===== config.mk =====
export PLATFORM = sky130hd
export DESIGN_NAME = mips_divider_flat
export DESIGN_NICKNAME = d
export VERILOG_FILES = /design/src/rtl/mips_divider_pkg.sv /design/src/rtl/mips_divider_if.sv /design/src/rtl/mips_divider_step.sv /design/src/rtl/mips_divider.sv /design/src/flat_wrapper.sv
export SDC_FILE = /design/constraint.sdc
export NUM_CORES = 1
export LEC_CHECK = 0
export BUFFER_PORTS_ARGS = -buffer_cell sky130_fd_sc_hd__buf_4
export CAP_MARGIN = 20
export CORE_MARGIN = 2
export CORE_UTILIZATION = 50
export CTS_CLUSTER_DIAMETER = 40
export DETAILED_ROUTE_END_ITERATION = 6
export GPL_TIMING_DRIVEN = 0
export HOLD_SLACK_MARGIN = 0.02
export PLACE_DENSITY = 0.73
export SLEW_MARGIN = 5
export SYNTH_ARGS = -nofsm -noshare
export SYNTH_HDL_FRONTEND = slang
export SYNTH_SLANG_ARGS = --single-unit

===== constraint.sdc =====
create_clock -name clk -period 13.3 [get_ports clk]
set_input_delay 0.665 -clock clk [delete_from_list [all_inputs] [get_ports clk]]
set_output_delay 0.665 -clock clk [all_outputs]
set_load 0.05 [all_outputs]

===== src/rtl/mips_divider_pkg.sv =====
// Shared definitions for the MIPS32 DIV/DIVU divider slice.
// Holds the default datapath width (common with the ALU) and the FSM state type.
package mips_divider_pkg;

  localparam int DIV_WIDTH = 32;

  typedef enum logic [1:0] {
    DIV_IDLE = 2'd0,
    DIV_RUN  = 2'd1,
    DIV_FIX  = 2'd2,
    DIV_DONE = 2'd3
  } div_state_e;

endpackage


===== src/rtl/mips_divider_if.sv =====
// Request/result bundle between the core and the divider.
// The optional abort line exists only when DIVIDER_ABORT_EN is defined.
interface mips_divider_if
  import mips_divider_pkg::*;
#(
  parameter int WIDTH = DIV_WIDTH
);

  logic             start;
  logic             sign_en;
  logic [WIDTH-1:0] dividend;
  logic [WIDTH-1:0] divisor;
`ifdef DIVIDER_ABORT_EN
  logic             abort;
`endif
  logic             busy;
  logic             done;
  logic [WIDTH-1:0] quotient;
  logic [WIDTH-1:0] remainder;
  logic             div_by_zero;

  modport master (
    output start, sign_en, dividend, divisor,
`ifdef DIVIDER_ABORT_EN
    output abort,
`endif
    input  busy, done, quotient, remainder, div_by_zero
  );

  modport slave (
    input  start, sign_en, dividend, divisor,
`ifdef DIVIDER_ABORT_EN
    input  abort,
`endif
    output busy, done, quotient, remainder, div_by_zero
  );

endinterface


===== src/rtl/mips_divider_step.sv =====
// One restoring-division step: shift {R,Q} left by one, subtract the divisor
// from the widened partial remainder on a ripple borrow chain, and keep the
// difference only when no borrow comes out of the top.
module mips_divider_step #(
  parameter int WIDTH = 32
) (
  input  logic [WIDTH-1:0] i_r,
  input  logic [WIDTH-1:0] i_q,
  input  logic [WIDTH-1:0] i_d,
  output logic [WIDTH-1:0] o_rNext,
  output logic [WIDTH-1:0] o_qNext
);

  logic [WIDTH:0]   w_shift;
  logic [WIDTH:0]   w_subB;
  logic [WIDTH-1:0] w_diff;
  logic             w_carry;

  // Ripple subtract (A + ~B + 1); final carry set means shifted R >= D
  always_comb begin
    w_shift = {i_r, i_q[WIDTH-1]};
    w_subB  = ~{1'b0, i_d};
    w_diff  = '0;
    w_carry = 1'b1;
    for (int i = 0; i <= WIDTH; i++) begin
      if (i < WIDTH) begin
        w_diff[i] = w_shift[i] ^ w_subB[i] ^ w_carry;
      end
      w_carry = (w_shift[i] & w_subB[i]) | (w_carry & (w_shift[i] ^ w_subB[i]));
    end
    o_rNext = w_carry ? w_diff : w_shift[WIDTH-1:0];
    o_qNext = {i_q[WIDTH-2:0], w_carry};
  end

endmodule


===== src/rtl/mips_divider.sv =====
// Multi-cycle restoring divider for MIPS32 DIV/DIVU; quotient -> LO, remainder -> HI.
// Signed operands are divided as magnitudes and the signs are restored in FIX.
// Optional feature: define DIVIDER_ABORT_EN to add an abort input that cancels
// an operation in RUN or FIX without a done pulse and without touching results.
module mips_divider
  import mips_divider_pkg::*;
#(
  parameter int WIDTH = DIV_WIDTH
) (
  input  logic           clk,
  input  logic           reset,
  mips_divider_if.slave  bus
);

  localparam int CW = $clog2(WIDTH) + 1;

  div_state_e       r_state;
  div_state_e       w_stateNext;
  logic [CW-1:0]    r_count;
  logic [WIDTH-1:0] r_rem;
  logic [WIDTH-1:0] r_quo;
  logic [WIDTH-1:0] r_div;
  logic [WIDTH-1:0] r_quotient;
  logic [WIDTH-1:0] r_remainder;
  logic             r_negQ;
  logic             r_negR;
  logic             r_dbz;
  logic             w_accept;
  logic             w_abort;
  logic             w_lastStep;
  logic             w_divZero;
  logic [WIDTH-1:0] w_magA;
  logic [WIDTH-1:0] w_magB;
  logic [WIDTH-1:0] w_remNext;
  logic [WIDTH-1:0] w_quoNext;

`ifdef DIVIDER_ABORT_EN
  assign w_abort = bus.abort;
`else
  assign w_abort = 1'b0;
`endif

  assign w_accept   = bus.start && ((r_state == DIV_IDLE) || (r_state == DIV_DONE));
  assign w_divZero  = (bus.divisor == '0);
  assign w_lastStep = (r_count == CW'(WIDTH - 1));
  assign w_magA     = (bus.sign_en && bus.dividend[WIDTH-1]) ? (~bus.dividend + 1'b1) : bus.dividend;
  assign w_magB     = (bus.sign_en && bus.divisor[WIDTH-1])  ? (~bus.divisor + 1'b1)  : bus.divisor;

  assign bus.busy        = (r_state == DIV_RUN) || (r_state == DIV_FIX);
  assign bus.done        = (r_state == DIV_DONE);
  assign bus.quotient    = r_quotient;
  assign bus.remainder   = r_remainder;
  assign bus.div_by_zero = r_dbz;

  mips_divider_step #(.WIDTH(WIDTH)) u_step (
    .i_r     (r_rem),
    .i_q     (r_quo),
    .i_d     (r_div),
    .o_rNext (w_remNext),
    .o_qNext (w_quoNext)
  );

  // State register
  always_ff @(posedge clk) begin
    if (reset) begin
      r_state <= DIV_IDLE;
    end else begin
      r_state <= w_stateNext;
    end
  end

  // Next state: a zero divisor skips straight to DONE; abort beats step completion
  always_comb begin
    w_stateNext = r_state;
    case (r_state)
      DIV_IDLE, DIV_DONE: begin
        w_stateNext = DIV_IDLE;
        if (w_accept) begin
          w_stateNext = w_divZero ? DIV_DONE : DIV_RUN;
        end
      end
      DIV_RUN: begin
        if (w_abort) begin
          w_stateNext = DIV_IDLE;
        end else if (w_lastStep) begin
          w_stateNext = DIV_FIX;
        end
      end
      DIV_FIX: begin
        w_stateNext = w_abort ? DIV_IDLE : DIV_DONE;
      end
      default: w_stateNext = DIV_IDLE;
    endcase
  end

  // Operand capture, per-step update of {R,Q}, and sign fix-up of the results
  always_ff @(posedge clk) begin
    if (reset) begin
      r_count     <= '0;
      r_rem       <= '0;
      r_quo       <= '0;
      r_div       <= '0;
      r_negQ      <= 1'b0;
      r_negR      <= 1'b0;
      r_dbz       <= 1'b0;
      r_quotient  <= '0;
      r_remainder <= '0;
    end else if (w_accept) begin
      r_dbz   <= w_divZero;
      r_count <= '0;
      r_rem   <= '0;
      r_quo   <= w_magA;
      r_div   <= w_magB;
      r_negQ  <= bus.sign_en & (bus.dividend[WIDTH-1] ^ bus.divisor[WIDTH-1]);
      r_negR  <= bus.sign_en & bus.dividend[WIDTH-1];
      if (w_divZero) begin
        r_quotient  <= '1;
        r_remainder <= bus.dividend;
      end
    end else if ((r_state == DIV_RUN) && !w_abort) begin
      r_rem   <= w_remNext;
      r_quo   <= w_quoNext;
      r_count <= r_count + 1'b1;
    end else if ((r_state == DIV_FIX) && !w_abort) begin
      r_quotient  <= r_negQ ? (~r_quo + 1'b1) : r_quo;
      r_remainder <= r_negR ? (~r_rem + 1'b1) : r_rem;
    end
  end

endmodule

===== src/flat_wrapper.sv =====
// flat-port wrapper written by rule: the top's interface ports become plain ports
module mips_divider_flat import mips_divider_pkg::*;
#(
  parameter int WIDTH = DIV_WIDTH
)
  (clk, reset, bus_start, bus_sign_en, bus_dividend, bus_divisor, bus_busy, bus_done, bus_quotient, bus_remainder, bus_div_by_zero);
  mips_divider_if #(.WIDTH(WIDTH)) bus_i ();
  input  logic clk;
  input  logic reset;
  input wire logic [$bits(bus_i.start)-1:0] bus_start;
  input wire logic [$bits(bus_i.sign_en)-1:0] bus_sign_en;
  input wire logic [$bits(bus_i.dividend)-1:0] bus_dividend;
  input wire logic [$bits(bus_i.divisor)-1:0] bus_divisor;
  output wire logic [$bits(bus_i.busy)-1:0] bus_busy;
  output wire logic [$bits(bus_i.done)-1:0] bus_done;
  output wire logic [$bits(bus_i.quotient)-1:0] bus_quotient;
  output wire logic [$bits(bus_i.remainder)-1:0] bus_remainder;
  output wire logic [$bits(bus_i.div_by_zero)-1:0] bus_div_by_zero;
  assign bus_i.start = bus_start;
  assign bus_i.sign_en = bus_sign_en;
  assign bus_i.dividend = bus_dividend;
  assign bus_i.divisor = bus_divisor;
  assign bus_busy = bus_i.busy;
  assign bus_done = bus_i.done;
  assign bus_quotient = bus_i.quotient;
  assign bus_remainder = bus_i.remainder;
  assign bus_div_by_zero = bus_i.div_by_zero;
  mips_divider #(.WIDTH(WIDTH)) u_core (.clk(clk), .reset(reset), .bus(bus_i));
endmodule

==> results of run 1 <==
synthesized netlist by cell type, types with 15 or more instances:
cell type and count:
a211oi_1 56, a21oi_1 60, clkbuf_1 74, dfxtp_1 171, fa_1 31, inv_1 50, mux2i_1 59, nand2_1 126
nor2_1 144, o211ai_1 17, o21ai_0 69, o22ai_1 21, o31ai_1 26, o41ai_1 19, or3_1 15, or4_1 16
xnor2_1 61, xor2_1 55
through the flow:
step	hold slack, ns	TNS [ns]	utilization [%]	power (mW)	instance area [um^2]
3_5_place_dp	0.4503	-7.909	57.25	1.928	11510
3_3_place_gp	0.4435	-5.043	57.25	1.909	11510
2_1_floorplan	0.4363	0	-	1.589	10170
4_1_cts	0.4586	0	60.24	2.433	12110
6_report	0.4569	0	60.38	2.451	12140
5_1_grt	0.4741	0	60.38	2.609	12140
final timing paths:
check	start	endpoint	slack [ns]	cells past startpoint
setup / recovery	u_core.r_quo[31]$_SDFFE_PP0P_	u_core.r_rem[8]$_SDFFE_PP0P_	0.43	42
setup reg to reg	u_core.r_quo[31]$_SDFFE_PP0P_	u_core.r_rem[8]$_SDFFE_PP0P_	0.43	42
hold / removal	u_core.bus.remainder[15]$_SDFFE_PP0P_	u_core.bus.remainder[15]$_SDFFE_PP0P_	0.46	2
hold reg to reg	u_core.bus.remainder[15]$_SDFFE_PP0P_	u_core.bus.remainder[15]$_SDFFE_PP0P_	0.46	2
placed cells by master, fill, tap and decap left out, drive strengths merged, types with 4 or more instances in the layout:
master,synthesis,routed
nand2b,6,6
nand3,12,12
o21ai,69,69
nor4,13,13
nand4,8,8
ha,9,9
clkinv,1,6
and2,7,7
or2,4,4
clkbuf,75,97
xor2,55,55
fa,31,31
o22ai,21,21
xnor2,61,61
mux2i,59,59
o221a,4,4
a211oi,56,56
or4,16,16
o211ai,17,17
a211o,12,12
nor3,12,12
a21oi,60,60
o41ai,22,22
dfxtp,171,171
nand2,126,126
a31oi,10,10
o31ai,26,26
or3,15,15
inv,50,50
buf,11,146
nor2b,5,5
nor2,144,144
a311oi,9,9
critical path, delay by kind of cell, from the launching register on:
family                   cells  cell delay, ns
adder cells (fa/ha/maj)     32           11.41
buffers and inverters        5            0.49
flip-flops                   1            0.37
AND/OR/NAND/NOR              3            0.22
multiplexers                 1            0.16
AO/OA/AOI/OAI                1            0.08
cell type report:
type                    instances  area share, %
inverters                      51          1.577
well taps                     270          2.783
multi-input cells             913          51.53
clock inverters                 8         0.7627
flip-flops and latches        171          28.22
repair buffers                133          8.225
plain buffers                  86          3.020
clock buffers                  24          3.886
state kept, by name (all words and copies together), names as in the netlist:
signal / flops
u_core.bus.remainder: 32
u_core.bus.div_by_zero: 1
u_core.r_negR: 1
u_core.r_state: 2
u_core.r_negQ: 1
u_core.r_quo: 32
u_core.bus.quotient: 32
u_core.r_div: 32
u_core.r_rem: 32
u_core.r_count: 6
cell families (layout without fill, tap and decap cells):
group                    count (synthesis)  count (layout)
AND/OR/NAND/NOR                        378             378
adder cells (fa/ha/maj)                 40              40
flip-flops                             171             171
buffers and inverters                  137             302
XOR/XNOR                               116             116
multiplexers                            60              60
AO/OA/AOI/OAI                          319             319
what timing repair did:
action,in CTS,in global routing
gates cloned,0,0
gates resized for setup,18,18
setup endpoints to repair,33,33
hold endpoints to repair,0,0
pin swaps,0,1
power groups by stage:
stage	registers [mW]	logic, mW	clock network [mW]
3_3_place_gp	0.756	1.15	0
2_1_floorplan	0.868	0.720	0
6_report	0.752	1.21	0.491
4_1_cts	0.750	1.19	0.491
5_1_grt	0.769	1.32	0.515
3_5_place_dp	0.760	1.17	0
metal layers:
layer / vias up / wire length, um / track usage, %
li1: 4643 / - / -
met1: 4395 / 12540 / 35.06
met2: 367 / 14770 / 47.82
met3: 58 / 1959 / 4.031
met4: 0 / 808 / 11.02
met5: - / 0 / 0
==> impl.org, run 1 <==
** Status
- Result of the run :: finished clean

** Place
- Summed over all nets, the half-perimeter wirelength after detailed placement is between 20000 and 25000 um.
- Before CTS, the worst setup slack after placement is -0.3240 ns.
- IO Port Bufs :: approximately 130
- Routability Congestion :: 0.9213
- Cell total after placement :: 1624

** STA
- Timing would allow up to 77.73 MHz.
- For the pin with the worst max-slew slack, the measured transition is approximately 1.2 ns.
- Worst-case headroom to the max-slew limit :: 22.96%
- Fraction of the cycle the final worst path needs :: 96.73%
- Setup repair after global routing left no endpoint under its margin.
- Worst setup margin :: 0.4348 ns
- Counting I/O delays and the setup requirement, the final critical path takes 12.87 ns.
- Setup violations remaining at the end of the flow were counted as 0.
- The hold violation count in the final report was 0.
- Final max-slew violation count :: 0
- For the final database, setup skew stands at 0.008574 ns.

** Worst setup path
- Category of the critical setup timing path :: reg2reg
- At the worst endpoint, the required time is 13.61 ns.
- STA classifies the critical path endpoint as a register.
- Critical path data arrival time :: 13.17 ns
- The slowest stage of the critical path belongs to the cell fa_1.
- Along the worst path, the maximum fanout reaches 10.
- The largest single stage delay on the critical path is 0.41 ns.
- STA classifies the critical path startpoint as a register.
- The most numerous cell type found on the critical path is fa_1.

** Clocking
- Buffers inserted by post-CTS timing repair :: 0
- Clock tree from TritonCTS :: yes
- The number of clock buffers added by TritonCTS is 17.
- Cell at the root of the clock tree :: clkbuf_16
- Total of hold buffers inserted after clock tree synthesis :: 0
- Num Clock Sinks :: 171
- Clock-pin slew was measured on the worst setup and hold paths at roughly 0.070 ns.
- The clock reaches the later pin of the worst-skew pair after around 0.43 ns.
- The H-tree was split into 4 levels.
- Maximum buffer depth of the clock tree :: 2

** Synthesis
- Synth Net Count :: 1329
- Dominant combinational cell family by area after synthesis :: compound AO/OA/AOI/OAI gates
- Synthesis handed over a netlist of ~1200 instances.
- Summing the areas of all fa, ha and maj instances in the mapped netlist gives 7.207% of the synthesized area.
- Of the post-synthesis cell area, the dominant cell type holds 33.65%.
- For this run, the leading register cell type out of synthesis is dfxtp_1.
- Of the total synthesized cell area, the portion taken by XOR and XNOR cells is 9.986%.
- Simple-gate share of the synthesized area :: 16.85%
- Distinct cells, synth :: 61
- Summing the areas of all compound-gate instances in the mapped netlist gives 21.23% of the synthesized area.
- Ys Warns :: 0
- Share of synthesized registers carrying an async set or reset :: 0%
- For this run, the register share of the synthesized area comes to 33.65%.
- Leading cell types by total area after synthesis :: dfxtp_1, fa_1, mux2i_1, nor2_1, xnor2_1
- Number of flip-flops and latches in the synthesized netlist :: approximately 170
- Number of enable-type register cells in the synthesized netlist :: 0
- After synthesis, the share of cell area in mux cells is 5.916%.
- Each instance of the synthesized netlist takes up on average approximately 8.3 um^2.
- Post-synth top area cell :: dfxtp_1
- In this run the cell area of the synthesized design comes to 10170 um^2.

** Final layout
- Fillcell total :: 1836
- In the final layout, the multi-input gates occupy 6255 um^2.
- Area taken by flip-flops and latches :: approximately 3400 um^2
- The finished layout holds 1656 standard cells, fillers aside.
- Antenna cell count :: 0
- Signed area change from the synthesized netlist to the final layout :: 19.32%
- In the final layout, the share of cells above drive strength 1 is 14.57%.
- Final net count :: 1481

** Pwr
- Summed over all cells, the static leakage comes to about 4.5 nW.
- IR drop worst, VDD :: around 0.000086 V
- Power per standard cell area :: 201.9 nW/um^2
- Internal power comes to 1.353 mW.
- Sequential cells account for 30.7% of the total power.
- Comb power frac :: 49.3%
- Of the total power, the clock network draws between 20% and 30%.
- In this run switching power makes up around 45% of total power.
- Switching power :: 1.099 mW

** Hold path
- The tightest min-delay check is of the reg2reg type.

** Floorplan
- In this run the core area contains 52 standard-cell rows.
- Die extent in x :: approximately 150 um
- Die Footprint :: 21500 um^2
- Vert. Die Dim :: 146.6 um
- The floorplan step defined a core boundary enclosing 20100 um^2.
- Number of I/O pins :: 135
- The initial utilization of the core area, before any placement, comes to 50.60%.

** Drt
- The first routing iteration left a little under 800 violations.
- For this run, design rule violations remaining after detail routing come to 0.
- In this run the remaining antenna-violating nets after routing total 0.
- The first detailed-routing pass ran for 6 iterations.
- Via count :: 9463
- Summed over all layers, the routed wires come to 30070 um.
- Dividing the detail-routed via count by the number of cells gives between 5 and 6.
- Dividing the detail-routed wire length by the instance count gives between 15 and 20 um.

** Global routing
- The first global-routing pass estimated 47430 um of wire.
- Entering global routing, the biggest net connects 17 pins.
- Via count of the first global-routing pass :: 8941
- For this run, the total global-route usage over all layers was measured as 27.76%.
- Number of antenna violations at the first check in global routing :: 0
- Remaining global-route overflow :: 0

** Run
- Max-cap violations in this run came to 0.
(Power assumes the default switching activity.)
==> run 2: changes to the inputs <==
Settings changed: MAX_ROUTING_LAYER from default to met4, SYNTH_HIERARCHICAL from default to 1.
==> run 2 against run 1 <==
Against the previous run: synthesized cell count rose by 3.4%; sequential cell count did not move; critical endpoint is now u_core/r_quo[0]$_SDFFE_PP0P_; highest routed layer unchanged; core utilization rose by 0.22 points; first-iteration DRC count rose by 5.4%; critical path type unchanged; clock skew rose by 0.0017 ns; sequential share of layout area fell by 1.3 points; cell count rose by 3.1%.
==> impl.org, run 2 <==
** Status
- The run finished with clean final reports.

** Drt
- Number of routed nets with antenna violations :: 0
- Via-to-Cell Ratio :: 5.962
- The first detailed-routing pass took 5 iterations.
- For this block, the initial DRC count from the detailed router was 824.
- Drt total wl :: 34240 um
- Detailed routing inserted a total of 10177 vias.
- Routed WL per cell :: 20.06 um
- DRC :: 0

** Synthesis
- Area share of fa/ha/maj cells after synthesis :: 6.848%
- After synthesis, the largest family of logic cells by area is compound AO/OA/AOI/OAI gates.
- dfxtp_1 is the most common cell in the netlist.
- After technology mapping, the gate count stands at about 1300.
- Simple-gate share of the synthesized area :: about 17%
- In this run, synthesis inferred 0 flip-flops with an integrated enable.
- Distinct cells, synth :: 60
- By count the netlist is led by dfxtp_1, nor2_1, nand2_1.
- The synthesized netlist devotes 21.39% of its cell area to compound gates.
- For this run, the number of Yosys warnings is 6.
- XOR/XNOR Fraction of Synth Area :: around a tenth
- Post-synth design cell area :: ~11000 um^2
- Leading cell types by total area after synthesis :: dfxtp_1, fa_1, mux2i_1, xor2_1, nor2_1
- Share of synthesized registers carrying an async set or reset :: 0%
- Post-synth top area cell :: dfxtp_1
- Of the post-synthesis cell area, the dominant cell type holds 31.97%.
- Summing the sequential cell areas from Yosys gives about a third of the chip area.
- The synthesized design contains 171 register bits.
- The average instance in the mapped netlist occupies 8.477 um^2.
- Post-synth top flop :: dfxtp_1
- Of the post-synthesis cell area, the part taken by muxes is 5.703%.
- Synthesis produced a netlist with a net count of 1371.

** Place
- In this run the tool buffered the top-level ports with 134 buffer cells.
- Post-DP HPWL :: 26140 um
- Worst slack at placement :: -0.5271 ns
- Routability Congestion :: 0.9538
- Area of placed instances :: approximately 12000 um^2

** Pwr
- IR drop worst, VDD :: 0.00008816 V
- Post-layout total power :: 2.367 mW
- Power per standard cell area :: about 190 nW/um^2
- For this design the static power due to leakage is between 4 and 5 nW.

** Clocking
- The clock tree synthesis step divided the H-tree into 4 levels.
- TritonCTS created 17 clock buffers.
- At the later pin of the worst-skew pair, clock insertion delay measures 0.44 ns.
- The cell sitting at the root of the clock tree is a clkbuf_16.
- Clock tree from TritonCTS :: yes
- Buffers inserted to repair hold after CTS numbered 0.
- Counting every sink on the clock net gives 171.
- Maximum buffer depth of the clock tree :: 2
- Clock transition at the registers of the reported paths :: about 0.060 ns

** Global routing
- Remaining global-route overflow :: 0
- Maximum number of pins on one net before global-route repair :: 17
- M2 GR Usage :: 53.91%
- The number of antenna violations at the first check in global routing was 1.
- For met3 alone, demand over resource in global routing was 4.788%.
- Most utilized layer in the global route result :: met2
- The number of global-route vias before repair is 9893.
- The first global-routing pass estimated between 50000 and 60000 um of wire.
- Across every metal layer, demand over resource in global routing totals 31.38%.
- M1 GR Usage :: ~36%

** Final layout
- Finished Cell Area :: 12740 um^2
- Fillcell total :: 1920
- In the final design database the tool counted 1525 nets.
- Fraction of layout cells with a size suffix above 1 :: 20.43%
- Highest-count cells in the layout ignoring fill and taps :: dfxtp_1, buf_4, nor2_1
- Signed area change from the synthesized netlist to the final layout :: 18.98%
- Most common cell after layout, fill and taps aside :: dfxtp_1

** Worst setup path
- Crit start category :: register
- Reg2reg path depth :: 44
- Cell type of the slowest stage on the worst timing path :: fa_2
- CP Max Fanout :: 10
- For the worst setup path, the data required time is between 10 and 15 ns.
- Category of the critical setup timing path :: reg2reg
- STA classifies the critical path endpoint as a register.
- Critical path data arrival time :: 13.21 ns
- Delay of the slowest cell on the worst path :: 0.42 ns
- Reg-to-reg slack, setup :: 0.46 ns
- Cell mode on critical path :: fa_2

** Floorplan
- The die is 150.3 um tall.
- The initial utilization of the core area, before any placement, comes to 50.93%.
- The total area inside the core boundary comes to 21020 um^2.
- Die Footprint :: 22600 um^2
- between 100 and 150 I/O pins were placed.
- Number of rows in the core area :: 53
- Die extent in x :: 150.3 um

** STA
- The number of slew-limit violations in the final report was 0.
- Fraction of the cycle the final worst path needs :: 96.57%
- Final setup TNS :: 0 ns
- Based on the critical path, the design can be clocked at up to 77.86 MHz.
- Once routing completed, OpenROAD measured the worst setup slack at 0.4563 ns.
- Worst-case clock skew :: 0.01026 ns
- Setup repair after global routing left no endpoint under its margin.
- Number of endpoints failing setup at the final stage :: 0
- Slew at the pin closest to its max-slew limit :: 0.9825 ns
- Final critical-path required period :: around 13 ns
- Headroom to the max-slew limit came out at between 30% and 40%.
- The hold violation count in the final report is 0.

** Hold path
- Worst hold path class :: reg2reg
- Worst hold path depth :: 2

** Run
- Max-Cap Viols :: 0
run 2: changes by cell type after synthesis, sizes merged, moves of 7 or more:
cell    change
xor2        +9
or4        +11
o221a       +8
o41ai       -7
nor2       -13
nor3       +37
buf        +49
xnor2      -10
o21ai      -21
nand3       +8
clkbuf     -10
nand2      -37
a21oi      +29
run 2: worst paths after layout:
| kind | startpoint | end |
|---|---|---|
| hold reg to reg | u_core/bus.remainder[14]$_SDFFE_PP0P_ | u_core/bus.remainder[14]$_SDFFE_PP0P_ |
| hold / removal | u_core/bus.remainder[14]$_SDFFE_PP0P_ | u_core/bus.remainder[14]$_SDFFE_PP0P_ |
| setup / recovery | u_core/r_quo[31]$_SDFFE_PP0P_ | u_core/r_quo[0]$_SDFFE_PP0P_ |
| setup reg to reg | u_core/r_quo[31]$_SDFFE_PP0P_ | u_core/r_quo[0]$_SDFFE_PP0P_ |
run 2: routing by layer:
| layer | vias up | routed length (um) |
|---|---|---|
| met1 | 4868 | 13540 |
| met2 | 415 | 17100 |
| li1 | 4806 | - |
| met3 | 88 | 2245 |
| met4 | 0 | 1351 |
| met5 | - | 0 |
run 2: area by class of cell:
cell class | count | area [um^2] | share of cell area [%]
Inverter | 51 | 191.4 | 1.503
Tap cell | 275 | 344.1 | 2.701
Antenna cell | 3 | 7.507 | 0.05893
Timing Repair Buffer | 135 | 1013 | 7.956
Buffer | 125 | 654.4 | 5.137
Sequential cell | 171 | 3428 | 26.91
Clock buffer | 22 | 484.2 | 3.801
Clock inverter | 9 | 112.6 | 0.8840
Multi-Input combinational cell | 916 | 6502 | 51.05
run 2: cells by family (layout without fill, tap and decap cells):
family          Yosys count  in the layout
simple gates            380            380
buf+inv                 176            342
fa+ha+maj                40             40
other cells               0              3
mux                      60             60
compound gates          321            321
xor+xnor                115            115
flops                   171            171
run 2: repair_timing:
action | 4_1_cts | 5_1_grt
buffers inserted | 0 | 1
pin swaps | 0 | 3
resized for setup | 14 | 14
endpoints found under the setup margin | 33 | 33
run 2: critical path: cells and delay by family (launching register included):
| kind | cells | cell delay [ns] |
|---|---|---|
| buffers and inverters | 7 | 0.65 |
| AO/OA/AOI/OAI | 2 | 0.23 |
| AND/OR/NAND/NOR | 3 | 0.26 |
| adder cells (fa/ha/maj) | 32 | 11.26 |
| flip-flops | 1 | 0.37 |
run 2: per-stage QoR:
step / instances / util, % / hold WS, ns
floorplan: 1263 / - / 0.4400
global placement: 1672 / 57.35 / 0.4438
detailed placement: 1672 / 57.35 / 0.4457
CTS: 1703 / 60.37 / 0.4531
global route: 1707 / 60.60 / 0.4772
finish: 1707 / 60.60 / 0.4503
run 2: report_power, final:
group | leakage [nW] | switching [mW] | internal (mW)
registers | 1.40 | 0.125 | 0.630
logic | 3.04 | 0.696 | 0.408
clock network | 0.293 | 0.211 | 0.297
==> run 3: changes to the inputs <==
Settings changed: CORE_UTILIZATION 50 to 53, PLACE_DENSITY 0.73 to 0.77.
==> run 3 against run 2 <==
Against the previous run: core utilization rose by 4.1 points; via count fell by 0.93%; clock power fell by 0.8%; first-iteration DRC count fell by 0.73%; combinational power barely moved.
==> impl.org, run 3 (synthesis results as in run 2) <==
** Status
- Result of the run :: finished clean

** Global routing
- The number of global-route vias before repair came to roughly 9800.
- Global-route usage over all layers :: 31.73%
- In this run the most used layer during global routing was met2.
- First-pass GRT wire length :: 52100 um
- In the global route stage, met1 resource usage came out at 35.94%.
- Global routing used 53.99% of the available met2 tracks.
- Number of antenna violations at the first check in global routing :: 0
- Entering global routing, the biggest net connects 17 pins.
- For met3 alone, demand over resource in global routing was 5.906%.
- Global routing finished with a remaining overflow of 0.

** Clocking
- The H-tree was split into 4 levels.
- Worst-skew pair later-pin latency :: ~0.44 ns
- Clock transition at the registers of the reported paths :: 0.07 ns
- Total of hold buffers inserted after clock tree synthesis :: 0
- In this run the deepest clock path goes through 2 buffers.
- Num Clock Sinks :: 171
- Cell at the root of the clock tree :: clkbuf_16
- TritonCTS built the clock tree.
- In this run, CTS created clock tree buffers numbering 17.

** Pwr
- For this design the static power due to leakage is about 4.7 nW.
- IR drop worst, VDD :: 0.00008737 V
- Power per standard cell area :: 185.8 nW/um^2

** Worst setup path
- Crit start category :: register
- Category of the critical setup timing path :: reg2reg
- Required time of the critical path :: 13.66 ns
- At the worst endpoint, the arrival time is 13.26 ns.
- STA classifies the critical path endpoint as a register.
- The cell that appears most often on the critical path is fa_2.
- Of all nets on the critical path, the largest fanout is 10.
- Delay of the slowest cell on the worst path :: approximately 0.42 ns
- Cell type of the slowest stage on the worst timing path :: fa_2

** Drt
- In the final routed layout, each cell accounts on average for 19.78 um.
- Via-to-Cell Ratio :: 5.948
- The count of nets left with antenna violations once routing finished came out at 0.
- Across all layers, the routed design uses 10082 vias.
- For this run, the detailed router's first-pass iteration total came to 5.
- Number of DRC violations after detailed-routing iteration 0 :: ~820
- DRC :: 0
- Drt total wl :: 33520 um

** Final layout
- Antenna cell count :: 0
- Cells fill 64.67% of the core in the end.
- Highest-count cells in the layout ignoring fill and taps :: dfxtp_1, buf_4, nor2_1
- Final net count :: 1525
- Signed area change from the synthesized netlist to the final layout :: 18.72%
- Cells with a size suffix above 1 make up about a fifth of the layout.
- Summing all non-filler instances in the final layout gives an area of 12710 um^2.
- Leaving out fill and tap cells, the most frequent cell in the layout is dfxtp_1.

** Place
- Routability Congestion :: about 0.93
- In this run the tool buffered the top-level ports with 134 buffer cells.
- Area of placed instances :: about 12000 um^2
- Once detailed placement completed, the half-perimeter wirelength came to 25650 um.

** STA
- Number of endpoints failing setup at the final stage :: 0
- Final max-slew violation count :: 0
- Worst-case headroom to the max-slew limit :: 42.83%
- Slew at the pin closest to its max-slew limit :: ~0.85 ns
- The worst path in the final design needs a cycle of 12.90 ns, including I/O delays and setup.
- Across the routed clock network, the largest skew measured is between 0.009 and 0.01 ns.
- In the finished design, the share of the clock period the worst path needs comes to 96.98%.
- Minimum hold slack :: 0.4553 ns
- Setup repair after global routing left no endpoint under its margin.
- Based on the critical path, the design can be clocked at up to 77.53 MHz.
- Final hold viol count :: 0

** Floorplan
- Starting utilization of the core area :: 54.48%
- Die Footprint :: 21350 um^2
- The floorplan has 51 rows.
- The die is 146.1 um wide.
- After floorplanning, the core was sized to cover roughly 20000 um^2.
- Vert. Die Dim :: ~150 um
- Pin placement for this block handled 135 I/O pins.

** Run
- The tool flagged a number of max-cap violations equal to 0.

** Hold path
- The worst hold path belongs to the class reg2reg.
[run 3: cell type report]
class                           count  area [um^2]
Tap cell                          265        331.6
Clock inverter                     12        138.9
Multi-Input combinational cell    916         6495
Inverter                           51        191.4
Clock buffer                       20        456.7
Buffer                            125        655.6
Fill cell                        1767         6943
Timing Repair Buffer              135         1013
Sequential cell                   171         3428
[run 3: routing by layer]
layer  part of all wire, %  vias to the layer above
met5                     0                        -
met4                   4.6                        0
met3                   7.7                       97
met2                    49                      457
met1                    39                     4739
li1                      -                     4789
[run 3: where the power goes]
part | internal, mW | switching, mW | leakage (nW)
registers | 0.630 | 0.130 | 1.40
logic | 0.408 | 0.690 | 3.04
clock network | 0.288 | 0.216 | 0.279
total | 1.33 | 1.04 | 4.71
[run 3: critical path: cells and delay by family, from the launching register on]
| kind | cells | cell delay [ns] |
|---|---|---|
| DFF | 1 | 0.37 |
| buffers and inverters | 7 | 0.68 |
| adders and majority gates | 32 | 11.30 |
| and+or+nand+nor | 3 | 0.23 |
| AOI/OAI and AO/OA | 2 | 0.24 |
[run 3: worst paths after layout]
kind                                   startpoint                              endpoint  slack, ns  cells past startpoint
max reg2reg         u_core/r_quo[31]$_SDFFE_PP0P_          u_core/r_quo[0]$_SDFFE_PP0P_       0.40                     44
min          u_core/bus.remainder[3]$_SDFFE_PP0P_  u_core/bus.remainder[3]$_SDFFE_PP0P_       0.46                      2
min reg2reg  u_core/bus.remainder[3]$_SDFFE_PP0P_  u_core/bus.remainder[3]$_SDFFE_PP0P_       0.46                      2
max                 u_core/r_quo[31]$_SDFFE_PP0P_          u_core/r_quo[0]$_SDFFE_PP0P_       0.40                     44
[run 3: stage by stage]
stage	setup WS, ns	setup TNS, ns	std cells	total power [mW]
detailed placement	-0.5558	-14.42	1662	1.836
finish	0.4016	0	1695	2.362
floorplan	0.3296	0	1263	1.508
global placement	-0.4494	-10.15	1662	1.813
CTS	0.003879	0	1694	2.344
global route	0.02980	0	1695	2.475
[run 3: repair_timing]
item	in CTS	in global routing
setup endpoints to repair	33	33
pin swaps	0	3
setup buffers	0	1
gates resized for setup	15	13
